[src/rtl/lift_scan_ctrl_if.sv]
// -----------------------------------------------------------------------------
// lift_scan_ctrl_if
// Button and status bundle between the floor/car button decoders, the lift
// controller and the floor indicator / door driver.
//
// Optional feature macro: LIFT_DOOR_HOLD_EN (adds door_hold_i after hall_dn).
//
// Signals:
//   car_req     [FLOORS]   car-panel buttons, bit i = floor i
//   hall_up     [FLOORS]   hall up-call buttons
//   hall_dn     [FLOORS]   hall down-call buttons
//   door_hold_i            door hold button (only with LIFT_DOOR_HOLD_EN)
//   elev_f_o    [FLOOR_W]  current floor
//   dir_o                  travel direction, 1 = up
//   moving_o               car travelling between floors
//   door_open_o            door open
//   busy_o                 controller active or calls pending
//   pending_o   [FLOORS]   latched calls per floor
// Modports: master = button side / observer, slave = controller.
// -----------------------------------------------------------------------------
interface lift_scan_ctrl_if #(
  parameter int FLOORS  = 8,
  parameter int FLOOR_W = $clog2(FLOORS)
);
  logic [FLOORS-1:0]  car_req;
  logic [FLOORS-1:0]  hall_up;
  logic [FLOORS-1:0]  hall_dn;
`ifdef LIFT_DOOR_HOLD_EN
  logic               door_hold_i;
`endif
  logic [FLOOR_W-1:0] elev_f_o;
  logic               dir_o;
  logic               moving_o;
  logic               door_open_o;
  logic               busy_o;
  logic [FLOORS-1:0]  pending_o;

`ifdef LIFT_DOOR_HOLD_EN
  modport master (
    output car_req, hall_up, hall_dn, door_hold_i,
    input  elev_f_o, dir_o, moving_o, door_open_o, busy_o, pending_o
  );
  modport slave (
    input  car_req, hall_up, hall_dn, door_hold_i,
    output elev_f_o, dir_o, moving_o, door_open_o, busy_o, pending_o
  );
`else
  modport master (
    output car_req, hall_up, hall_dn,
    input  elev_f_o, dir_o, moving_o, door_open_o, busy_o, pending_o
  );
  modport slave (
    input  car_req, hall_up, hall_dn,
    output elev_f_o, dir_o, moving_o, door_open_o, busy_o, pending_o
  );
`endif
endinterface

[src/rtl/lift_scan_ctrl.sv]
// -----------------------------------------------------------------------------
// lift_scan_ctrl
// Multi-floor elevator controller. Latches car and hall calls per floor and
// serves them in SCAN order (continue while calls remain ahead, then reverse).
// Floor position is tracked with a per-floor travel timer; the door runs a
// timed open cycle.
//
// Optional feature macro: LIFT_DOOR_HOLD_EN
//   defined   : bus.door_hold_i reloads the door timer while the door is open
//   undefined : fixed DOOR_CYC door time, no hold input
//
// Parameters: FLOORS (2..16), FLOOR_W, MOVE_CYC (cycles per floor),
//             DOOR_CYC (door open cycles)
// Ports:
//   clk    rising-edge clock
//   rst_n  synchronous active-low reset
//   bus    lift_scan_ctrl_if.slave (buttons in, floor/door/status out)
// -----------------------------------------------------------------------------
module lift_scan_ctrl #(
  parameter int FLOORS   = 8,
  parameter int FLOOR_W  = $clog2(FLOORS),
  parameter int MOVE_CYC = 4,
  parameter int DOOR_CYC = 6
) (
  input  logic            clk,
  input  logic            rst_n,
  lift_scan_ctrl_if.slave bus
);

  localparam int MC_W = (MOVE_CYC > 1) ? $clog2(MOVE_CYC) : 1;
  localparam int DC_W = (DOOR_CYC > 1) ? $clog2(DOOR_CYC) : 1;

  localparam logic [MC_W-1:0]    MOVE_LAST = MC_W'(MOVE_CYC - 1);
  localparam logic [DC_W-1:0]    DOOR_LAST = DC_W'(DOOR_CYC - 1);
  localparam logic [FLOOR_W-1:0] TOP_F     = FLOOR_W'(FLOORS - 1);
  localparam logic [FLOOR_W-1:0] BOT_F     = {FLOOR_W{1'b0}};
  localparam logic [FLOORS-1:0]  ALL_ONES  = {FLOORS{1'b1}};
  localparam logic [FLOORS-1:0]  NONE      = {FLOORS{1'b0}};
  localparam logic [FLOORS-1:0]  ONE_HOT0  = {{(FLOORS-1){1'b0}}, 1'b1};
  // Top floor has no up call, ground floor has no down call.
  localparam logic [FLOORS-1:0]  UP_MASK   = ALL_ONES >> 1;
  localparam logic [FLOORS-1:0]  DN_MASK   = ALL_ONES << 1;

  typedef enum logic [1:0] {
    ST_IDLE = 2'd0,
    ST_MOVE = 2'd1,
    ST_DOOR = 2'd2
  } state_t;

  // True when any call lies strictly beyond pos in the given direction.
  function automatic logic calls_ahead(input logic [FLOORS-1:0]  calls,
                                       input logic [FLOOR_W-1:0] pos,
                                       input logic               up);
    logic found;
    found = 1'b0;
    for (int i = 0; i < FLOORS; i++) begin
      if (calls[i] && up && (i > int'(pos))) begin
        found = 1'b1;
      end else if (calls[i] && !up && (i < int'(pos))) begin
        found = 1'b1;
      end else begin
        found = found;
      end
    end
    return found;
  endfunction

  state_t             state_r, state_nxt_s;
  logic [FLOOR_W-1:0] floor_r, floor_nxt_s, step_f_s;
  logic               dir_r, dir_nxt_s;
  logic [MC_W-1:0]    move_cnt_r, move_cnt_nxt_s;
  logic [DC_W-1:0]    door_cnt_r, door_cnt_nxt_s;
  logic [FLOORS-1:0]  car_r, up_r, dn_r;
  logic [FLOORS-1:0]  car_nxt_s, up_nxt_s, dn_nxt_s;
  logic [FLOORS-1:0]  pend_s, absorb_s, nxt_oh_s;
  logic [FLOORS-1:0]  clr_car_s, clr_up_s, clr_dn_s;
  logic               entry_s, ahead_after_s, hold_s;
  logic               moving_r, door_r, busy_r;
  logic [FLOORS-1:0]  pend_o_r;

`ifdef LIFT_DOOR_HOLD_EN
  assign hold_s = bus.door_hold_i;
`else
  assign hold_s = 1'b0;
`endif

  assign pend_s = car_r | up_r | dn_r;

  // Next-state, floor, direction and timer logic of the SCAN FSM.
  always_comb begin
    state_nxt_s    = state_r;
    floor_nxt_s    = floor_r;
    dir_nxt_s      = dir_r;
    move_cnt_nxt_s = move_cnt_r;
    door_cnt_nxt_s = door_cnt_r;
    step_f_s       = floor_r;
    case (state_r)
      ST_IDLE: begin
        move_cnt_nxt_s = {MC_W{1'b0}};
        door_cnt_nxt_s = {DC_W{1'b0}};
        if (pend_s[floor_r]) begin
          state_nxt_s = ST_DOOR;
        end else if (calls_ahead(pend_s, floor_r, dir_r)) begin
          state_nxt_s = ST_MOVE;
        end else if (calls_ahead(pend_s, floor_r, !dir_r)) begin
          state_nxt_s = ST_MOVE;
          dir_nxt_s   = !dir_r;
        end else begin
          state_nxt_s = ST_IDLE;
        end
      end
      ST_MOVE: begin
        if (move_cnt_r == MOVE_LAST) begin
          move_cnt_nxt_s = {MC_W{1'b0}};
          // Guarded step: never leave the shaft even if dir is stale.
          if (dir_r && (floor_r != TOP_F)) begin
            step_f_s = floor_r + FLOOR_W'(1);
          end else if (!dir_r && (floor_r != BOT_F)) begin
            step_f_s = floor_r - FLOOR_W'(1);
          end else begin
            step_f_s = floor_r;
          end
          floor_nxt_s = step_f_s;
          if (car_r[step_f_s] || (dir_r ? up_r[step_f_s] : dn_r[step_f_s]) ||
              !calls_ahead(pend_s, step_f_s, dir_r)) begin
            state_nxt_s = ST_DOOR;
          end else begin
            state_nxt_s = ST_MOVE;
          end
        end else begin
          move_cnt_nxt_s = move_cnt_r + MC_W'(1);
        end
      end
      ST_DOOR: begin
        if (hold_s) begin
          door_cnt_nxt_s = {DC_W{1'b0}};
        end else if (door_cnt_r == DOOR_LAST) begin
          door_cnt_nxt_s = {DC_W{1'b0}};
          if (calls_ahead(pend_s, floor_r, dir_r)) begin
            state_nxt_s = ST_MOVE;
          end else if (calls_ahead(pend_s, floor_r, !dir_r)) begin
            state_nxt_s = ST_MOVE;
            dir_nxt_s   = !dir_r;
          end else begin
            state_nxt_s = ST_IDLE;
          end
        end else begin
          door_cnt_nxt_s = door_cnt_r + DC_W'(1);
        end
      end
      default: begin
        state_nxt_s    = ST_IDLE;
        move_cnt_nxt_s = {MC_W{1'b0}};
        door_cnt_nxt_s = {DC_W{1'b0}};
      end
    endcase
    // On departure the end floors pin the direction.
    if ((state_nxt_s == ST_MOVE) && (state_r != ST_MOVE)) begin
      if (floor_r == TOP_F) begin
        dir_nxt_s = 1'b0;
      end else if (floor_r == BOT_F) begin
        dir_nxt_s = 1'b1;
      end else begin
        dir_nxt_s = dir_nxt_s;
      end
    end else begin
      dir_nxt_s = dir_nxt_s;
    end
  end

  // Call latching with door-entry clears and in-door absorption.
  always_comb begin
    nxt_oh_s      = ONE_HOT0 << floor_nxt_s;
    entry_s       = (state_nxt_s == ST_DOOR) && (state_r != ST_DOOR);
    ahead_after_s = calls_ahead(pend_s, floor_nxt_s, dir_nxt_s);
    // While the door is open, new calls for this floor are already served.
    if (state_r == ST_DOOR) begin
      absorb_s = ~(ONE_HOT0 << floor_r);
    end else begin
      absorb_s = ALL_ONES;
    end
    clr_car_s = entry_s ? nxt_oh_s : NONE;
    if (entry_s && (dir_nxt_s || !ahead_after_s)) begin
      clr_up_s = nxt_oh_s;
    end else begin
      clr_up_s = NONE;
    end
    if (entry_s && (!dir_nxt_s || !ahead_after_s)) begin
      clr_dn_s = nxt_oh_s;
    end else begin
      clr_dn_s = NONE;
    end
    // Clear takes priority over a simultaneous set.
    car_nxt_s = (car_r | (bus.car_req & absorb_s)) & ~clr_car_s;
    up_nxt_s  = (up_r | (bus.hall_up & UP_MASK & absorb_s)) & ~clr_up_s;
    dn_nxt_s  = (dn_r | (bus.hall_dn & DN_MASK & absorb_s)) & ~clr_dn_s;
  end

  // State, call registers and registered status outputs.
  always_ff @(posedge clk) begin
    if (!rst_n) begin
      state_r    <= ST_IDLE;
      floor_r    <= {FLOOR_W{1'b0}};
      dir_r      <= 1'b1;
      move_cnt_r <= {MC_W{1'b0}};
      door_cnt_r <= {DC_W{1'b0}};
      car_r      <= NONE;
      up_r       <= NONE;
      dn_r       <= NONE;
      moving_r   <= 1'b0;
      door_r     <= 1'b0;
      busy_r     <= 1'b0;
      pend_o_r   <= NONE;
    end else begin
      state_r    <= state_nxt_s;
      floor_r    <= floor_nxt_s;
      dir_r      <= dir_nxt_s;
      move_cnt_r <= move_cnt_nxt_s;
      door_cnt_r <= door_cnt_nxt_s;
      car_r      <= car_nxt_s;
      up_r       <= up_nxt_s;
      dn_r       <= dn_nxt_s;
      moving_r   <= (state_nxt_s == ST_MOVE);
      door_r     <= (state_nxt_s == ST_DOOR);
      busy_r     <= (state_nxt_s != ST_IDLE) || (|(car_nxt_s | up_nxt_s | dn_nxt_s));
      pend_o_r   <= car_nxt_s | up_nxt_s | dn_nxt_s;
    end
  end

  assign bus.elev_f_o    = floor_r;
  assign bus.dir_o       = dir_r;
  assign bus.moving_o    = moving_r;
  assign bus.door_open_o = door_r;
  assign bus.busy_o      = busy_r;
  assign bus.pending_o   = pend_o_r;

endmodule

[src/flat_wrapper.sv]
// flat-port wrapper written by rule: the top's interface ports become plain ports
module lift_scan_ctrl_flat 
#(
  parameter int FLOORS   = 8,
  parameter int FLOOR_W  = $clog2(FLOORS),
  parameter int MOVE_CYC = 4,
  parameter int DOOR_CYC = 6
)
  (clk, rst_n, bus_car_req, bus_hall_up, bus_hall_dn, bus_elev_f_o, bus_dir_o, bus_moving_o, bus_door_open_o, bus_busy_o, bus_pending_o);
  lift_scan_ctrl_if #(.FLOORS(FLOORS), .FLOOR_W(FLOOR_W)) bus_i ();
  input  logic clk;
  input  logic rst_n;
  input wire logic [$bits(bus_i.car_req)-1:0] bus_car_req;
  input wire logic [$bits(bus_i.hall_up)-1:0] bus_hall_up;
  input wire logic [$bits(bus_i.hall_dn)-1:0] bus_hall_dn;
  output wire logic [$bits(bus_i.elev_f_o)-1:0] bus_elev_f_o;
  output wire logic [$bits(bus_i.dir_o)-1:0] bus_dir_o;
  output wire logic [$bits(bus_i.moving_o)-1:0] bus_moving_o;
  output wire logic [$bits(bus_i.door_open_o)-1:0] bus_door_open_o;
  output wire logic [$bits(bus_i.busy_o)-1:0] bus_busy_o;
  output wire logic [$bits(bus_i.pending_o)-1:0] bus_pending_o;
  assign bus_i.car_req = bus_car_req;
  assign bus_i.hall_up = bus_hall_up;
  assign bus_i.hall_dn = bus_hall_dn;
  assign bus_elev_f_o = bus_i.elev_f_o;
  assign bus_dir_o = bus_i.dir_o;
  assign bus_moving_o = bus_i.moving_o;
  assign bus_door_open_o = bus_i.door_open_o;
  assign bus_busy_o = bus_i.busy_o;
  assign bus_pending_o = bus_i.pending_o;
  lift_scan_ctrl #(.FLOORS(FLOORS), .FLOOR_W(FLOOR_W), .MOVE_CYC(MOVE_CYC), .DOOR_CYC(DOOR_CYC)) u_core (.clk(clk), .rst_n(rst_n), .bus(bus_i));
endmodule
[config.mk]
export PLATFORM = sky130hd
export DESIGN_NAME = lift_scan_ctrl_flat
export DESIGN_NICKNAME = d
export VERILOG_FILES = /design/src/rtl/lift_scan_ctrl_if.sv /design/src/rtl/lift_scan_ctrl.sv /design/src/flat_wrapper.sv
export SDC_FILE = /design/constraint.sdc
export NUM_CORES = 1
export LEC_CHECK = 0
export CAP_MARGIN = 20
export CORE_MARGIN = 3
export CORE_UTILIZATION = 55
export DETAILED_ROUTE_END_ITERATION = 8
export GPL_TIMING_DRIVEN = 0
export PLACE_DENSITY = 0.79
export SKIP_LAST_GASP = 1
export SYNTH_ARGS = -nofsm -noshare
export SYNTH_HDL_FRONTEND = slang
export SYNTH_SLANG_ARGS = --single-unit
[constraint.sdc]
create_clock -name clk -period 5.3 [get_ports clk]
set_input_delay 0.53 -clock clk [delete_from_list [all_inputs] [get_ports clk]]
set_output_delay 0.53 -clock clk [all_outputs]
set_load 0.01 [all_outputs]
; After elaboration in Yosys (flattened, before gate mapping)
; Index checks and enable logic that the tools add are counted.
; W data, S select, Z words.
[totals]
regBits = 46
latchBits = 0
mem_bits_rw = 0
romBits = 0
in_bits = 26
output_inout_bits = 15
elab_cells = 305
n_memories = 0
[op_classes]
n_addsub = 4
multipliers = 0
n_div = 0
magnitude_cmp = 44
n_eq_ne = 10
shift = 2
muxes = 110
n_bitwise = 17
n_reduce_logical = 106
[op_table]
columns = op, count
row1 = $logic_and A1 B1 Y1, 92
row2 = $mux W1, 84
row3 = $or A8 B8 Y8, 7
row4 = $and A8 B8 Y8, 5
row5 = $gt A3 B3 Y1 const A, 12
row6 = $mux W8, 4
row7 = $not A8 Y8, 4
row8 = $lt A3 B3 Y1 const A, 9
row9 = $mux W3, 7
row10 = $gt A2 B3 Y1 const A, 6
row11 = $lt A1 B3 Y1 const A, 6
row12 = $lt A2 B3 Y1 const A, 6
row13 = $shl A1 B3 Y8 const A, 2
row14 = $mux W2, 7
row15 = $bmux W1 S3, 4
row16 = $gt A1 B3 Y1 const A, 3
row17 = $and A7 B8 Y8, 1
row18 = $lt A3 B4 Y1 const B, 2
row19 = $reduce_or A8 Y1, 1
row20 = $add A3 B1 Y3 const B, 2
row21 = $eq A2 B2 Y1 const B, 3
row22 = $eq A3 B3 Y1 const B, 2
row23 = $pmux W2 S3, 1
row24 = $pmux W3 S2, 1
row25 = other kinds (14), 22

; Logic depth before layout (Yosys ltp)
; Gate-level depths: netlist of the first run.
[depth]
word_depth = 59
ltp_mapped = 17
mapped_depth_nobuf = 13

; Worst setup path before layout of the first run
; No wires, ideal clock.
[synth_timing]
path_type = register to register
from = register u_core.floor_r[0], in the netlist u_core.bus.elev_f_o[0]
to = register u_core.busy_r, in the netlist u_core.bus.busy_o
setup_ps = 81
arrival_time_ps = 3727
t_required_ps = 5219
slack_ps = 1493
stages_incl_launch_ff = 17
n_path_buf = 3
synth_period_minus_slack_ps = 3807
path_cell_list = dfxtp_1 -> buf_2 -> inv_1 -> ha_1 -> or3b_1 -> and3_1 -> buf_2 -> nor2_4 -> mux2_1 -> a2111oi_2 -> o221ai_2 -> o21ai_4 -> nand2_2 -> buf_4 -> a22oi_1 -> a2111oi_2 -> a41oi_1
[synth_via]
elab_chain_cells = 59
word_cells_on_any_way = 259
classes_between = add/sub: 2 / order compare: 42 / eq/ne: 4 / shift: 2 / mux: 106 / bitwise: 15 / reduce/logical: 88
[synth_lines]
columns = item, line_no
row1 = from (decl), lift_scan_ctrl.sv:69  ; logic [FLOOR_W-1:0] floor_r, floor_nxt_s, step_f_s;
row2 = from (signal assigned), lift_scan_ctrl.sv:203  ; floor_r <= {FLOOR_W{1'b0}};
row3 = from (signal assigned), lift_scan_ctrl.sv:216  ; floor_r <= floor_nxt_s;
row4 = "parallel branches: the longest is 58 deep, another holds $sub A3 B1 Y3", -
row5 = $logic_or A1 B1 Y1 *, lift_scan_ctrl.sv:225  ; busy_r <= (state_nxt_s != ST_IDLE) || (|(car_nxt_s | up_nxt_s | dn_nxt_s));
row6 = to (signal assigned), lift_scan_ctrl.sv:225
row7 = to (decl), lift_scan_ctrl.sv:78  ; logic moving_r, door_r, busy_r;
; Every way passes the cells marked *. The select of a mux whose other input is x is not followed.
; A chain may end at the register's enable or synchronous reset.

; Final worst setup path of the first run
[layout_timing]
from = register u_core.floor_r[1], in the netlist u_core.bus.elev_f_o[1]
to = register u_core.busy_r, in the netlist u_core.bus.busy_o
; Same word-level chain as after synthesis.

==> results of run 1 <==
## cell families after synthesis
family          count (synthesis)  synth area share
flops                          46             0.273
simple gates                  156             0.242
buf+inv                        31            0.0494
compound gates                175             0.370
mux                            11            0.0349
fa+ha+maj                       8            0.0297
## worst reg2reg max path: stages (launching register included)
cell and delay [ns]:
dfxtp_1 0.37, buf_2 0.21, inv_1 0.20, ha_1 0.40, o31ai_1 0.13, nor2b_1 0.14
a2111oi_0 0.46, o22ai_1 0.20, nor3_1 0.29, mux2_2 0.43, o21ai_0 0.75, a31oi_1 0.26
a2111oi_0 0.76, a41oi_1 0.19
## synth_stat cells, types with 3 or more instances
library cell,instances
o22ai_1,5
mux2_2,5
ha_1,8
a2111oi_2,4
and2_1,7
buf_2,7
nor2_1,42
o21ai_0,18
nand3_1,13
o211ai_1,6
nand2_1,32
or3_1,6
a31oi_1,5
nor3_2,3
nor4_1,6
a211oi_1,15
a22oi_1,8
o31ai_1,3
a21o_1,7
a311oi_1,3
o21ai_1,3
a2111oi_0,5
nand2b_1,6
inv_1,7
buf_6,5
nor2b_1,6
o21a_1,4
a221oi_1,3
dfxtp_1,46
a21oi_1,56
nor3_1,15
or3b_1,3
mux2i_1,5
clkbuf_1,11
## registers in the layout, summed over array words and instances, names as in the netlist
register / flops
u_core.dn_r: 8
u_core.bus.pending_o: 8
u_core.bus.busy_o: 1
u_core.bus.door_open_o: 1
u_core.up_r: 8
u_core.car_r: 8
u_core.bus.moving_o: 1
u_core.bus.elev_f_o: 3
u_core.bus.dir_o: 1
u_core.move_cnt_r: 2
u_core.state_r: 2
u_core.door_cnt_r: 3
## power by group through the flow
| stage | Sequential, W | Clock (W) | Combinational (W) |
|---|---|---|---|
| floorplan | 0.000421 | 0 | 0.000217 |
| global placement | 0.000423 | 0 | 0.000328 |
| detailed placement | 0.000424 | 0 | 0.000336 |
| CTS | 0.000417 | 0.000241 | 0.000337 |
| global route | 0.000423 | 0.000255 | 0.000379 |
| finish | 0.000418 | 0.000243 | 0.000347 |
## through the flow
stage / setup WS, ns / util / hold slack (ns) / std cells / total power [W]
after global routing: 0.0701 / 0.689 / 0.532 / 545 / 0.00106
after detailed placement: 0.614 / 0.673 / 0.485 / 537 / 0.000760
final: 0.347 / 0.689 / 0.495 / 545 / 0.00101
after CTS: 0.571 / 0.689 / 0.497 / 545 / 0.000995
after floorplan: 1.49 / - / 0.453 / 427 / 0.000638
after global placement: 0.586 / 0.673 / 0.468 / 537 / 0.000751
## how the worst min path moves through the flow
stage                                              endpoint  cells past startpoint
after detailed placement  u_core.door_cnt_r[2]$_SDFFE_PN0N_                      2
after CTS                 u_core.door_cnt_r[2]$_SDFFE_PN0N_                      2
after global routing      u_core.door_cnt_r[2]$_SDFFE_PN0N_                      2
final                     u_core.door_cnt_r[2]$_SDFFE_PN0N_                      2
after floorplan           u_core.door_cnt_r[2]$_SDFFE_PN0N_                      2
after global placement    u_core.door_cnt_r[2]$_SDFFE_PN0N_                      2
## area by class of cell
| type | count | area, sq um |
|---|---|---|
| Inverter | 7 | 26.3 |
| Timing Repair Buffer | 38 | 380 |
| Tap cell | 72 | 90.1 |
| Sequential cell | 46 | 921 |
| Multi-Input combinational cell | 350 | 2280 |
| Clock inverter | 1 | 8.76 |
| Buffer | 24 | 140 |
| Fill cell | 517 | 1770 |
| Clock buffer | 7 | 86.3 |
## per-layer routing
layer  track usage  wire (um)  up-vias
met5             0          0        -
met4         0.140        447        0
met3        0.0618       1120       49
met2         0.509       5180      226
met1         0.438       4680     1771
li1              -          -     1729
==> flow_summary.toml, run 1 <==
[final_layout]
final_cell_mix = "a21oi_1, dfxtp_1, nor2_1"
layout-drive-gt1-share = 0.110
antenna_cells = 0
postLayoutCellArea_sq_mm = 0.00394
design.final.nets = 506
mostFrequentLayoutCell = "a21oi_1"
area_growth_pct = 16.8

[floorplan]
die_w_um = 84.3
initial_utilization = 0.590
dieHeight_um = 84.3
rows = 27
io_pins = 41
core-area_sq_mm = 0.00571
die_area_sq_mm = 0.00710

[global_routing]
initial_antenna_violation_count = 0
pin_count_of_the_biggest_net_entering_global_routing = 15
gr-total-overflow = 0
first_global_vias = 3672
grt_pass1_wl_um = 18700
grtUsageTotal = 0.326

[power_and_ir_drop]
pwr-share-seq = 0.415
sw_frac_of_total = 0.376
pwr-share-clk = 0.241
power.static_leakage_nw = 1.41
cell_internal_pwr_w = 0.000629
power.ir.vdd_worst_mv = 0.208
p_sw_w = 0.000379
power_density_over_the_cells_mw_per_mm2 = 256
combinationalPowerShare = 0.344

[clock_tree]
clock_sink_count = 46
maximum_level_of_the_cts_h_tree = 2
cts_repair_resize_count = 0
clock_tree.buffer_depth = 2
cts_setup_buffers = 0
worst_setup_hold_path_clk_slew_ns = 0.10
cts_made_buffers = 5
cts-hold-fix-buffers = 0
tritoncts_clock_tree = "built"
clock_insertion_delay_worst_skew_ns = 0.32
root_buffer = "clkbuf_8"

[drt]
drc = 0
detail_route.iter0.violations = 358
drt.antenna.violating_nets = 0
detailroute.via_count = 3775
viasPerCell = 6.93
drtPass1Iterations = 6
wl_um = 11400
wl_per_instance_um = 21.0

[worst_setup_path]
worstReg2RegStart = "u_core.bus.elev_f_o[1]$_SDFF_PN0_"
timing.critical_path.from = "u_core.bus.elev_f_o[1]$_SDFF_PN0_"
critical_path.most_common_cell = "a2111oi_0"
cp.depth = 13
cpLargestDelayFamily = "compound AO/OA/AOI/OAI gates"
buffering_stage_count_on_the_worst_path_with_inverters_included = 2
r2r-end = "u_core.bus.busy_o$_SDFF_PN0_"
critical_path_arrival_ns = 5.12
timing.reg2reg.worst_path_depth = 13
critical_path.startpoint_type = "flip-flop"
reg2reg_setup_slack_ns = 0.35
timing.critical_path.required_ns = 5.47
cpPeakStageDelay_ns = 0.76
crit_path_max_fanout = 10
worstSetupPathType = "reg2reg"
critPathCapture = "u_core.bus.busy_o$_SDFF_PN0_"
cpMaxStageDelayCell = "a2111oi_0"
cell_chain_of_the_critical_path = "buf_2, inv_1, ha_1, o31ai_1, nor2b_1, a2111oi_0, o22ai_1, nor3_1, mux2_2, o21ai_0, a31oi_1, a2111oi_0, a41oi_1"
critPathCaptureType = "flip-flop"

[placed_design]
io_buffer_count = 38
globalplace.congestion = 1.03
post-dp-hpwl_um = 8670
dpl-instance-area_sq_mm = 0.00384

[logic_synthesis]
async_set_or_reset_flop_fraction_in_the_synthesized_netlist = 0
primary_ff_master_synth = "dfxtp_1"
synth_nets = 461
synth_top_cells_by_area = "dfxtp_1, a21oi_1, nor2_1, nand2_1, a211oi_1"
post-synth-top-area-cell = "dfxtp_1"
yosysWarningCount = 0
synthesis.area_sq_mm = 0.00337
synth-edff-count = 0
synth_top_area_frac = 0.273
ys_seq_area_frac = 0.273
synth.ff_latch_count = 46
instance_count_of_the_mapped_netlist = 427
avgSynthCellArea_sq_um = 7.89
synth.distinct_cells = 73

[timing]
slew_headroom = 0.368
maxSlewViolCount = 0
clock_period_minus_final_worst_setup_slack_ns = 4.95
min_period_over_period = 0.934
actual_slew_at_the_worst_max_slew_pin_ns = 0.939
f_max_mhz = 202
setup_viol = 0
timing.final.hold_violations = 0
finClkSkew_ns = 0.0133
final.setup.tns_ns = 0
grt_setup_unrepaired = "no"

[hold_path]
worst_hold_startpoint = "u_core.door_cnt_r[2]$_SDFFE_PN0N_"
min-delay-path-class = "reg2reg"

[flow_run]
cap_violations = 0

[status]
run_status = "finished, final reports clean"
No activity file was read; power rests on OpenSTA's default activity.
==> run 2: changes to the inputs <==
--- a/config.mk
+++ b/config.mk
@@ -10,7 +10,7 @@
 export CORE_UTILIZATION = 55
 export DETAILED_ROUTE_END_ITERATION = 8
 export GPL_TIMING_DRIVEN = 0
-export PLACE_DENSITY = 0.79
+export PLACE_DENSITY = 0.8
 export SKIP_LAST_GASP = 1
 export SYNTH_ARGS = -nofsm -noshare
 export SYNTH_HDL_FRONTEND = slang
==> run 2 against run 1 <==
  * Routed wire length is 2.1% higher
  * Clock skew is 0.0020 ns higher
  * Register-to-register slack barely moved
  * Final area grew 0.44%
  * Clock power rose by 16%
  * Hold slack got worse by 0.0029 ns
  * Global-route usage is 0.55 points higher
  * Critical endpoint unchanged
==> flow_summary.toml, run 2 (same netlist as run 1, synthesis figures left out) <==
[drt]
detailroute.via_count = 3823
detail_route.iter0.violations = 423
viasPerCell = 7.01
wl_per_instance_um = 21.4
drtPass1Iterations = 6
drt.antenna.violating_nets = 0
drc = 0
wl_um = 11700

[global_routing]
initial_antenna_violation_count = 0
pin_count_of_the_biggest_net_entering_global_routing = 16
grt_pass1_wl_um = 19000
first_global_vias = 3762
gr-total-overflow = 0
grtUsageTotal = 0.331

[timing]
actual_slew_at_the_worst_max_slew_pin_ns = 0.939
slew_headroom = 0.358
min_period_over_period = 0.936
setup_viol = 0
grt_setup_unrepaired = "no"
maxSlewViolCount = 0
final.setup.tns_ns = 0
f_max_mhz = 202
timing.final.hold_violations = 0
clock_period_minus_final_worst_setup_slack_ns = 4.96
finClkSkew_ns = 0.0153
timing.final.ws_setup_ns = 0.337

[flow_run]
cap_violations = 0

[final_layout]
area.sequential_sq_um = 921
fillerInstances = 511
design.final.nets = 506
final_cell_mix = "a21oi_1, dfxtp_1, nor2_1"
final-instance-count-excl-fill = 545
mostFrequentLayoutCell = "a21oi_1"
layout-drive-gt1-share = 0.112
antenna_cells = 0
multi_input_logic_area_sq_mm = 0.00228
area_growth_pct = 17.3

[clock_tree]
cts_repair_resize_count = 0
maximum_level_of_the_cts_h_tree = 2
clock_insertion_delay_worst_skew_ns = 0.32
root_buffer = "clkbuf_8"
worst_setup_hold_path_clk_slew_ns = 0.11
cts_setup_buffers = 0
cts-hold-fix-buffers = 0
clock_tree.buffer_depth = 2
tritoncts_clock_tree = "built"
clock_sink_count = 46
cts_made_buffers = 5

[power_and_ir_drop]
power.static_leakage_nw = 1.42
pwr-share-seq = 0.397
power.ir.vdd_worst_mv = 0.216
cell_internal_pwr_w = 0.000663
combinationalPowerShare = 0.334
pwr-share-clk = 0.269
p_sw_w = 0.000387
sw_frac_of_total = 0.368
power_density_over_the_cells_mw_per_mm2 = 265

[placed_design]
count_of_placed_standard_cells_including_taps = 537
place_ws_ns = 0.470
io_buffer_count = 38
post-dp-hpwl_um = 8790
globalplace.congestion = 0.991

[status]
run_status = "finished, final reports clean"

[worst_setup_path]
crit_path_max_fanout = 10
r2r-end = "u_core.bus.busy_o$_SDFF_PN0_"
worstSetupPathType = "reg2reg"
timing.critical_path.required_ns = 5.46
timing.reg2reg.worst_path_depth = 13
critical_path.startpoint_type = "flip-flop"
cpPeakStageDelay_ns = 0.88
critical_path.most_common_cell = "a2111oi_0"
reg2reg_setup_slack_ns = 0.34
worstReg2RegStart = "u_core.bus.elev_f_o[0]$_SDFF_PN0_"
cpMaxStageDelayCell = "a2111oi_0"
cell_chain_of_the_critical_path = "buf_2, inv_1, ha_1, o31ai_1, nor2b_1, a2111oi_0, o22ai_1, nor3_1, mux2_2, o21ai_0, a31oi_1, a2111oi_0, a41oi_1"
critical_path_arrival_ns = 5.12
critPathCaptureType = "flip-flop"

[floorplan]
core-area_sq_mm = 0.00571
dieHeight_um = 84.3
die_area_sq_mm = 0.00710
initial_utilization = 0.590
io_pins = 41
die_w_um = 84.3
rows = 27

[hold_path]
holdPathEnd = "u_core.door_cnt_r[2]$_SDFFE_PN0N_"
worst_hold_startpoint = "u_core.door_cnt_r[2]$_SDFFE_PN0N_"
min-delay-path-class = "reg2reg"
hold-path-cell-count = 2
==> run 2: changes by cell type in the layout (fill, tap and decap cells not counted) <==
cell	change
clkinv_2	+1
bufinv_16	+1
clkbuf_1	-1
clkbuf_8	-1
==> run 2: layout make-up <==
cell class,count,share of cell area
Inverter,7,0.00665
Clock inverter,3,0.0111
Buffer,24,0.0354
Timing Repair Buffer,38,0.0962
Clock buffer,5,0.0174
Multi-Input combinational cell,350,0.578
Tap cell,72,0.0228
Sequential cell,46,0.233
==> run 2: worst max path at each step <==
stage                                           start                           end  slack, ns
finish              u_core.bus.elev_f_o[0]$_SDFF_PN0_  u_core.bus.busy_o$_SDFF_PN0_       0.34
global route        u_core.bus.elev_f_o[0]$_SDFF_PN0_  u_core.bus.busy_o$_SDFF_PN0_       0.07
CTS                 u_core.bus.elev_f_o[0]$_SDFF_PN0_  u_core.bus.busy_o$_SDFF_PN0_       0.41
detailed placement  u_core.bus.elev_f_o[0]$_SDFF_PN0_  u_core.bus.busy_o$_SDFF_PN0_       0.47
global placement    u_core.bus.elev_f_o[0]$_SDFF_PN0_  u_core.bus.busy_o$_SDFF_PN0_       0.62
floorplan           u_core.bus.elev_f_o[0]$_SDFF_PN0_  u_core.bus.busy_o$_SDFF_PN0_       1.49
==> run 2: power by group through the flow <==
| stage | sequential (W) | combinational (W) | clock (W) |
|---|---|---|---|
| after global routing | 0.000423 | 0.000377 | 0.000292 |
| after floorplan | 0.000421 | 0.000217 | 0 |
| after detailed placement | 0.000423 | 0.000337 | 0 |
| after global placement | 0.000421 | 0.000330 | 0 |
| after CTS | 0.000416 | 0.000340 | 0.000278 |
| final | 0.000417 | 0.000350 | 0.000282 |
==> run 2: routing by layer <==
metal | share of wire | global-route usage
met5 | 0 | 0
met3 | 0.098 | 0.0864
met4 | 0.045 | 0.164
met2 | 0.46 | 0.532
met1 | 0.40 | 0.410
==> run 2: through the flow <==
stage / hold WS, ns / area (sq um) / utilization / power [W]
floorplan: 0.453 / 3370 / - / 0.000638
global placement: 0.469 / 3840 / 0.673 / 0.000751
detailed placement: 0.485 / 3840 / 0.673 / 0.000760
CTS: 0.497 / 3950 / 0.693 / 0.00103
global route: 0.534 / 3950 / 0.693 / 0.00109
finish: 0.492 / 3950 / 0.693 / 0.00105
==> run 2: critical path, delay by kind of cell (launching register included) <==
family	cells	cell delay [ns]
multiplexers	1	0.43
flip-flops	1	0.36
AO/OA/AOI/OAI	7	2.76
buffers and inverters	2	0.40
AND/OR/NAND/NOR	2	0.45
adder cells (fa/ha/maj)	1	0.40
==> RTL edit, RTL diff (settings of run 1) <==
`MOVE_CYC` is set to 4 in 2 places; all go to 2.
--- a/src/rtl/lift_scan_ctrl.sv
+++ b/src/rtl/lift_scan_ctrl.sv
@@ -19,7 +19,7 @@
 module lift_scan_ctrl #(
   parameter int FLOORS   = 8,
   parameter int FLOOR_W  = $clog2(FLOORS),
-  parameter int MOVE_CYC = 4,
+  parameter int MOVE_CYC = 2,
   parameter int DOOR_CYC = 6
 ) (
   input  logic            clk,
--- a/src/flat_wrapper.sv
+++ b/src/flat_wrapper.sv
@@ -3,7 +3,7 @@
 #(
   parameter int FLOORS   = 8,
   parameter int FLOOR_W  = $clog2(FLOORS),
-  parameter int MOVE_CYC = 4,
+  parameter int MOVE_CYC = 2,
   parameter int DOOR_CYC = 6
 )
   (clk, rst_n, bus_car_req, bus_hall_up, bus_hall_dn, bus_elev_f_o, bus_dir_o, bus_moving_o, bus_door_open_o, bus_busy_o, bus_pending_o);
Function: changed (Yosys sat finds a counterexample within 10 cycles, from zero or initial values and one cycle with rst_n low).
==> RTL edit against run 1 <==
Sequential cell count fell by 1. Worst setup slack improved by 0.077 ns. Sequential share of layout area rose by 1.2 points. Total power rose by 11%. Routed wire length fell by 7.0%. Synthesized area fell by 7.7%. Cell area fell by 6.9%. Count of clock-buffer cells in the layout fell by 1. Largest power group is now combinational logic. Highest routed layer unchanged.
==> RTL edit: results (changes against run 1) <==
==========================================================================
Drt wl/cell                                                        20.8 µm   -0.65%
Seq/total area                                                       0.246   +0.0118
Mux share of post-synthesis cell area                               0.0241   -0.0108
Outcome                                                       complete, no violations
Switching pwr                                                     0.456 mW   +20%
Count of TritonRoute iterations in the first routing pass                5   -1
Total via count after detailed routing                               3,493   -7.5%
Synth-to-layout area growth                                          17.9%
Hold path endpoint                                            u_core.door_cnt_r[2]$_SDFFE_PN0P_
Area share of fa/ha/maj cells after synthesis                       0.0282   -0.00154
Leak                                                               1.30 nW   -8.3%
Sequential cell power                                             0.428 mW   +2%
Measured slew at the worst slew-check pin                         0.872 ns   -0.0668 ns
Launch point of the worst hold path                           u_core.door_cnt_r[2]$_SDFFE_PN0P_
Maximum resistive drop on vdd                                       284 µV   +37%
Ranking of synthesized cells by area                          dfxtp_1 29%, a21oi_1 6.4%, nor2_1 5.1%
Share of the final layout cell area in multi-input gates             0.557   -0.0234
Number of nets at the end of the flow                                  472   -6.7%
Sequential element share of the synthesized area                     0.290   +0.0164
Max Fanout on Critical Path                                              9   -1
Crit. Startpoint                                              u_core.bus.elev_f_o[0]$_SDFF_PN0_
Area share of buffers outside the clock network                      0.138   +0.00531
Detailed-placement wirelength estimate                             8160 µm   -5.8%
Slowest cell on the critical path                                 o311ai_2
Global placer's final weighted congestion                            0.988   -3.7%
WHS                                                               0.492 ns   -0.00311 ns
Aggregate global-route resource usage                                0.340   +0.0140
Synth unique cells                                                      75   +2.7%
Non-clk invs                                                            12   +5
Placed cell areas                                                 3580 µm²   -6.8%
Power density over the cells                                    307 nW/µm²   +20%
Fraction of layout instances using a drive strength above 1         0.0932   -0.0168
Clock transition at the registers of the reported paths            0.08 ns   -0.02 ns
Least setup slack across all paths after layout                   0.425 ns   +0.0773 ns
Met3 routed WL                                                      888 µm   -21%
Synthesized area divided by synthesized cell count                7.89 µm²   about the same
Met2 wire length                                                   4800 µm   -7.3%
WP data arrival                                                    5.04 ns   -0.08 ns
Syn_nets                                                               427   -7.4%
Iter 0 DRT Violations                                                  346   -3.4%
Crit-path max cell delay                                           0.56 ns   -0.20 ns
Setup Slack @ Placement                                           0.570 ns   -0.0447 ns
Well-Tap Cells                                                          70   -2.8%
Number of placed cells counting well taps                              502   -6.5%
Number of flip-flops and latches                                        45   -2.2%
Total of fill cells in the finished design                             461   -11%
==========================================================================
[RTL edit: layer usage]
| layer | vias up | track usage |
|---|---|---|
| met2 | 217 | 0.534 |
| met5 | - | 0 |
| met3 | 37 | 0.0643 |
| li1 | 1606 | - |
| met1 | 1633 | 0.448 |
| met4 | 0 | 0.159 |
[RTL edit: worst reg2reg max path, stage by stage, from the launching register on]
cell and delay [ns]:
dfxtp_1 0.39, clkbuf_1 0.34, inv_1 0.24, ha_1 0.41, or3b_1 0.42, o211ai_2 0.14, and2_1 0.18, buf_2 0.19
o21ai_1 0.09, o211ai_1 0.19, o311ai_0 0.29, o311ai_2 0.56, a21oi_2 0.17, o41a_1 0.46, a2111oi_2 0.47, a41oi_1 0.19
[RTL edit: logic make-up (layout without fill, tap and decap cells)]
kind of cell    Yosys count  count (layout)
fa+ha+maj                 7               7
flops                    45              45
buf+inv                  32              78
compound gates          145             145
simple gates            159             159
mux                       6               6
